**config.mk**
```make
export PLATFORM = sky130hd
export DESIGN_NAME = pipelined_divider
export DESIGN_NICKNAME = d
export VERILOG_FILES = /design/src/rtl/mac_div_pkg.sv /design/src/rtl/div_stage.sv /design/src/rtl/pipelined_divider.sv
export SDC_FILE = /design/constraint.sdc
export NUM_CORES = 1
export LEC_CHECK = 0
export BUFFER_PORTS_ARGS = -buffer_cell sky130_fd_sc_hd__buf_2
export CORE_MARGIN = 2
export CORE_UTILIZATION = 23
export CTS_CLUSTER_SIZE = 14
export DETAILED_ROUTE_END_ITERATION = 8
export SETUP_SLACK_MARGIN = 0.1
export SYNTH_ARGS = -nofsm -noshare
export SYNTH_HDL_FRONTEND = slang
export SYNTH_SLANG_ARGS = --single-unit
export TNS_END_PERCENT = 30
```
**constraint.sdc**
```tcl
create_clock -name clk -period 2.4 [get_ports clk]
set_clock_uncertainty 0.15 [all_clocks]
set_input_delay 0.48 -clock clk [delete_from_list [all_inputs] [get_ports clk]]
set_output_delay 0.48 -clock clk [all_outputs]
set_load 0.02 [all_outputs]
```
**src/rtl/mac_div_pkg.sv**
```systemverilog
// Shared widths for the 4x4 MAC and its pipelined divider companion.
// Holds the operand width and the derived product, remainder and stage-record widths.
package mac_div_pkg;

  function automatic int prod_w(input int n);
    return 2 * n;
  endfunction

  function automatic int rem_w(input int n);
    return n + 1;
  endfunction

  localparam int MAC_WIDTH  = 4;
  localparam int PROD_WIDTH = prod_w(MAC_WIDTH);
  localparam int REM_WIDTH  = rem_w(MAC_WIDTH);

  localparam int DVD_WIDTH  = PROD_WIDTH;
  localparam int QUO_WIDTH  = PROD_WIDTH;
  localparam int DSR_WIDTH  = MAC_WIDTH;

endpackage

```
**src/rtl/div_stage.sv**
```systemverilog
// One combinational restoring-division step: shift in a dividend bit, compare, subtract.
// Ports: rem_in/bit_in/divisor in; rem_out (next partial remainder) and q_bit out.
module div_stage
  import mac_div_pkg::*;
#(
  parameter int W  = MAC_WIDTH,
  parameter int RW = REM_WIDTH
) (
  input  logic [RW-1:0] rem_in,
  input  logic          bit_in,
  input  logic [W-1:0]  divisor,
  output logic [RW-1:0] rem_out,
  output logic          q_bit
);

  logic [RW-1:0] p;
  logic          unused_msb;

  // A settled remainder is always below the divisor, so its top bit is zero.
  assign unused_msb = rem_in[RW-1];

  assign p       = {rem_in[W-1:0], bit_in};
  assign q_bit   = (p >= {1'b0, divisor});
  assign rem_out = q_bit ? (p - {1'b0, divisor}) : p;

endmodule

```
**src/rtl/pipelined_divider.sv**
```systemverilog
// Pipelined restoring divider, one quotient bit per registered stage, 2N stages.
// Ports: clk, rst_n, in_valid/in_ready/dividend/divisor, out_valid/out_ready/quotient/remainder/div_by_zero.
module pipelined_divider
  import mac_div_pkg::*;
#(
  parameter int WIDTH = MAC_WIDTH
) (
  input  logic               clk,
  input  logic               rst_n,
  input  logic               in_valid,
  output logic               in_ready,
  input  logic [2*WIDTH-1:0] dividend,
  input  logic [WIDTH-1:0]   divisor,
  output logic               out_valid,
  input  logic               out_ready,
  output logic [2*WIDTH-1:0] quotient,
  output logic [WIDTH-1:0]   remainder,
  output logic               div_by_zero
);

  localparam int DW = prod_w(WIDTH);
  localparam int RW = rem_w(WIDTH);
  localparam int NS = DW;

  typedef struct packed {
    logic            valid;
    logic [RW-1:0]   rem;
    logic [DW-1:0]   dvd;
    logic [DW-1:0]   quo;
    logic [WIDTH-1:0] dsr;
    logic            zero;
  } rec_t;

  rec_t stg_q [NS];
  rec_t stg_d [NS];
  rec_t src   [NS];

  logic adv;
  logic unused_tail;

  assign adv      = !out_valid || out_ready;
  assign in_ready = adv;

  for (genvar k = 0; k < NS; k++) begin : g_stage
    logic [RW-1:0] rem_n;
    logic          qb;
    logic          fix;

    if (k == 0) begin : g_head
      assign src[k] = '{
        valid: in_valid,
        rem:   '0,
        dvd:   dividend,
        quo:   '0,
        dsr:   divisor,
        zero:  (divisor == '0)
      };
    end else begin : g_body
      assign src[k] = stg_q[k-1];
    end

    div_stage #(
      .W  (WIDTH),
      .RW (RW)
    ) u_step (
      .rem_in  (src[k].rem),
      .bit_in  (src[k].dvd[DW-1]),
      .divisor (src[k].dsr),
      .rem_out (rem_n),
      .q_bit   (qb)
    );

    // Zero divisor: arithmetic path is replaced only on the last step.
    assign fix = (k == NS - 1) && src[k].zero;

    assign stg_d[k] = '{
      valid: src[k].valid,
      rem:   fix ? '0 : rem_n,
      dvd:   {src[k].dvd[DW-2:0], 1'b0},
      quo:   fix ? '1 : {src[k].quo[DW-2:0], qb},
      dsr:   src[k].dsr,
      zero:  src[k].zero
    };
  end

  always_ff @(posedge clk or negedge rst_n) begin
    if (!rst_n) begin
      for (int k = 0; k < NS; k++) stg_q[k] <= '0;
    end else if (adv) begin
      for (int k = 0; k < NS; k++) stg_q[k] <= stg_d[k];
    end
  end

  assign out_valid   = stg_q[NS-1].valid;
  assign quotient    = stg_q[NS-1].quo;
  assign remainder   = stg_q[NS-1].rem[WIDTH-1:0];
  assign div_by_zero = stg_q[NS-1].zero;

  assign unused_tail = ^{stg_q[NS-1].dvd,
                         stg_q[NS-1].dsr,
                         stg_q[NS-1].rem[RW-1]};

endmodule

```
==> out/results.tsv <==
stage	metric	value	unit
outcome	status	complete, no violations	
critical_path	CP endpoint kind	output port	
global_route	largest net degree at the start of global routing	129	
synthesis	area share of the largest cell type after synthesis	53.3	%
synthesis	YS warnings	0	
critical_path	critical path class	flop to output port	
clock_network	CTS tree	yes	
synthesis	EDFF count, synth	0	
synthesis	register area share after synthesis	53.3	%
critical_path	worst r2r path cells	6	
clock_network	clk sinks	140	
sta	Final Max Tran Viols	0	
global_route	first-pass GRT wire length	22300	µm
min_path	hold endpoint	src[179]	
min_path	Min-Delay Path Depth	3	
die	die height	173	µm
layout	share of cells above drive strength 1	11.6	%
global_route	antenna violations before repair	0	
synthesis	Cells after Synth	714	
clock_network	H-tree Lvls	4	
global_route	vias in the first global route	4759	
sta	setup violators final	0	
min_path	min-delay src	dividend[3]	
layout	utilization after layout	28.1	%
detailed_routing	via count	4613	
die	Initial Util	23.5	%
sta	fin crit period	2.12	ns
clock_network	root buf cell	clkbuf_16	
die	Ports	31	
synthesis	Net Count, Synth	767	
sta	endpoints failing hold	0	
placement	GPL Wtd Cong	0.772	
detailed_routing	DR iter-0 viols	211	
detailed_routing	final wirelength	12500	µm
power	total power	11500	µW
critical_path	CP required	1.77	ns
power	pwr/cell area	1460	nW/µm²
sta	Fmax achieved	471	MHz
flow_run	Max-cap violations	0	
clock_network	worst skew pair latency	0.42	ns
sta	Least-Margin Pin Slew	0.520	ns
placement	DP Cell Count	1102	
die	# rows	61	
sta	Hold WS	0.104	ns
clock_network	TritonCTS Buffers	17	
placement	placed wire-length estimate	8410	µm
synthesis	Unique masters post-synth	31	
synthesis	async set or reset register ratio after synthesis	100	%
detailed_routing	detail-routed via count per cell	4.07	
die	Die Wd	173	µm
synthesis	Avg Cell Area, Syn	9.21	µm²
global_route	global route total overflow	0	
synthesis	Synth Flop Type	dfrtp_1	
sta	Relative slew margins	65.3	%
critical_path	crit-path max FO	31	
global_route	gr usage total	8.90	%
layout	# diodes	0	
placement	Port Buffer Count	30	
synthesis	Syn Std Cell Area	6580	µm²
clock_network	Clk pin slew, worst setup/hold paths	0.06	ns
power	VDD IR-drop max	0.496	mV
die	DIE AREA	30000	µm²
synthesis	top post-synthesis cells by area	dfrtp_1 (53%), nand2_1 (14%), ha_1 (5.7%)	
critical_path	Critical Path Start Type	flop	
synthesis	Synth Register Bits	140	
layout	Layout Cells excl Fill	1134	
min_path	Hold/Removal Path Class	input pin to flop	
detailed_routing	DR WL/cell	11.0	µm
detailed_routing	Post-route DRC	0	
critical_path	r2r setup slk	0.42	ns
clock_network	Clock Path Buffers	2	
critical_path	Critical Path AT	1.49	ns
clock_network	# resized after CTS	0	
synthesis	Synth area leader	dfrtp_1	
sta	crit share post-route	88.5	%
layout	Final nets	797	
detailed_routing	Routed Antenna Nets	0	
sta	RSZ-0062 raised after global routing	no	
layout	Area Growth Syn to Fin	19.2	%
detailed_routing	number of detailed-route iterations in the first pass	4	
critical_path	Worst R2R Start	src[22]	
die	core area	27900	µm²
power	leakage power	0.00377	µW
sta	TNS Setup	0	ns
critical_path	RR Endpoint	remainder[0]	
[cells by family (layout without fill, tap and decap cells)]
| group | count (synthesis) | count (layout) | synth area share (%) |
|---|---|---|---|
| DFF | 140 | 140 | 53.3 |
| xor gates and xnor gates | 14 | 14 | 1.86 |
| muxes | 16 | 16 | 2.44 |
| AOI/OAI and AO/OA | 102 | 102 | 9.74 |
| adders and majority gates | 37 | 37 | 7.84 |
| buffers and inverters | 78 | 120 | 4.70 |
| and+or+nand+nor | 327 | 327 | 20.1 |
[routing by layer]
metal | GRT usage (%) | routed length, µm | up-vias
li1 | - | - | 2391
met1 | 11.6 | 6170 | 2158
met2 | 14.4 | 5810 | 55
met3 | 2.55 | 381 | 9
met4 | 2.65 | 112 | 0
met5 | 0 | 0 | -
[metrics by stage]
step / cell area, µm² / setup slack, ns
2_1_floorplan: 6580 / 0.520
3_3_place_gp: 7230 / 0.487
3_5_place_dp: 7230 / 0.403
4_1_cts: 7840 / 0.221
5_1_grt: 7840 / 0.180
6_report: 7840 / 0.277
[synthesized netlist by cell type, types with 3 or more instances]
master	number
nand2_1	245
nor2_1	43
nand3b_1	3
or2_1	7
a311oi_1	10
fa_1	7
xnor2_1	9
ha_1	30
a211oi_1	5
o21ai_0	51
xor2_1	5
inv_1	45
dfrtp_1	140
nor3_1	13
mux2i_1	16
buf_2	13
a21oi_1	18
clkbuf_1	13
nor2b_1	4
a21oi_2	7
nor4_1	7
a211oi_2	4
buf_1	6
[sequential cells by signal (all words and copies together), names as in the netlist]
name	cells
div_by_zero	1
g_stage.fix	1
out_valid	1
quotient	8
remainder	4
src	125
[area by class of cell]
class                   instances  area (µm²)
well taps                     378         473
clock buffers                  17         425
repair buffers                 43         319
inverters                      46         175
flip-flops and latches        140        3500
clock inverters                14         170
fillers                      3031       20100
multi-input cells             496        2770
[where the power goes]
part / internal, µW / total [µW] / switching [µW] / leakage [µW]
Clock: 1630 / 2660 / 1030 / 0.000294
Combinational: 2090 / 4760 / 2680 / 0.00178
Sequential: 3400 / 4040 / 640 / 0.00170
[worst max-delay path by stage]
| stage | slack [ns] | start | cells after the start | end |
|---|---|---|---|---|
| 2_1_floorplan | 0.52 | out_valid | 5 | in_ready |
| 3_3_place_gp | 0.49 | src[3] | 7 | remainder[1] |
| 3_5_place_dp | 0.40 | src[22] | 6 | remainder[0] |
| 4_1_cts | 0.22 | out_valid | 3 | in_ready |
| 5_1_grt | 0.18 | out_valid | 3 | in_ready |
| 6_report | 0.28 | out_valid | 3 | in_ready |
[placed cells by master (no fill, tap or decap), types with 9 or more instances in the layout]
master	n
nand2_1	245
dfrtp_1	140
o21ai_0	51
inv_1	45
nor2_1	43
ha_1	30
buf_2	29
a21oi_1	18
clkbuf_16	17
mux2i_1	16
nor3_1	13
a311oi_1	10
xnor2_1	9
[critical path: stages, from the launching register on]
cell and delay [ns]:
dfrtp_1 0.38, nor2b_4 0.15, inv_4 0.29, buf_2 0.26
[timing repair]
item                      CTS  global route
setup buffers               0             0
hold buffers                1             0
hold endpoints to repair   50             0
Note: power is estimated with default switching activity, not from simulation.
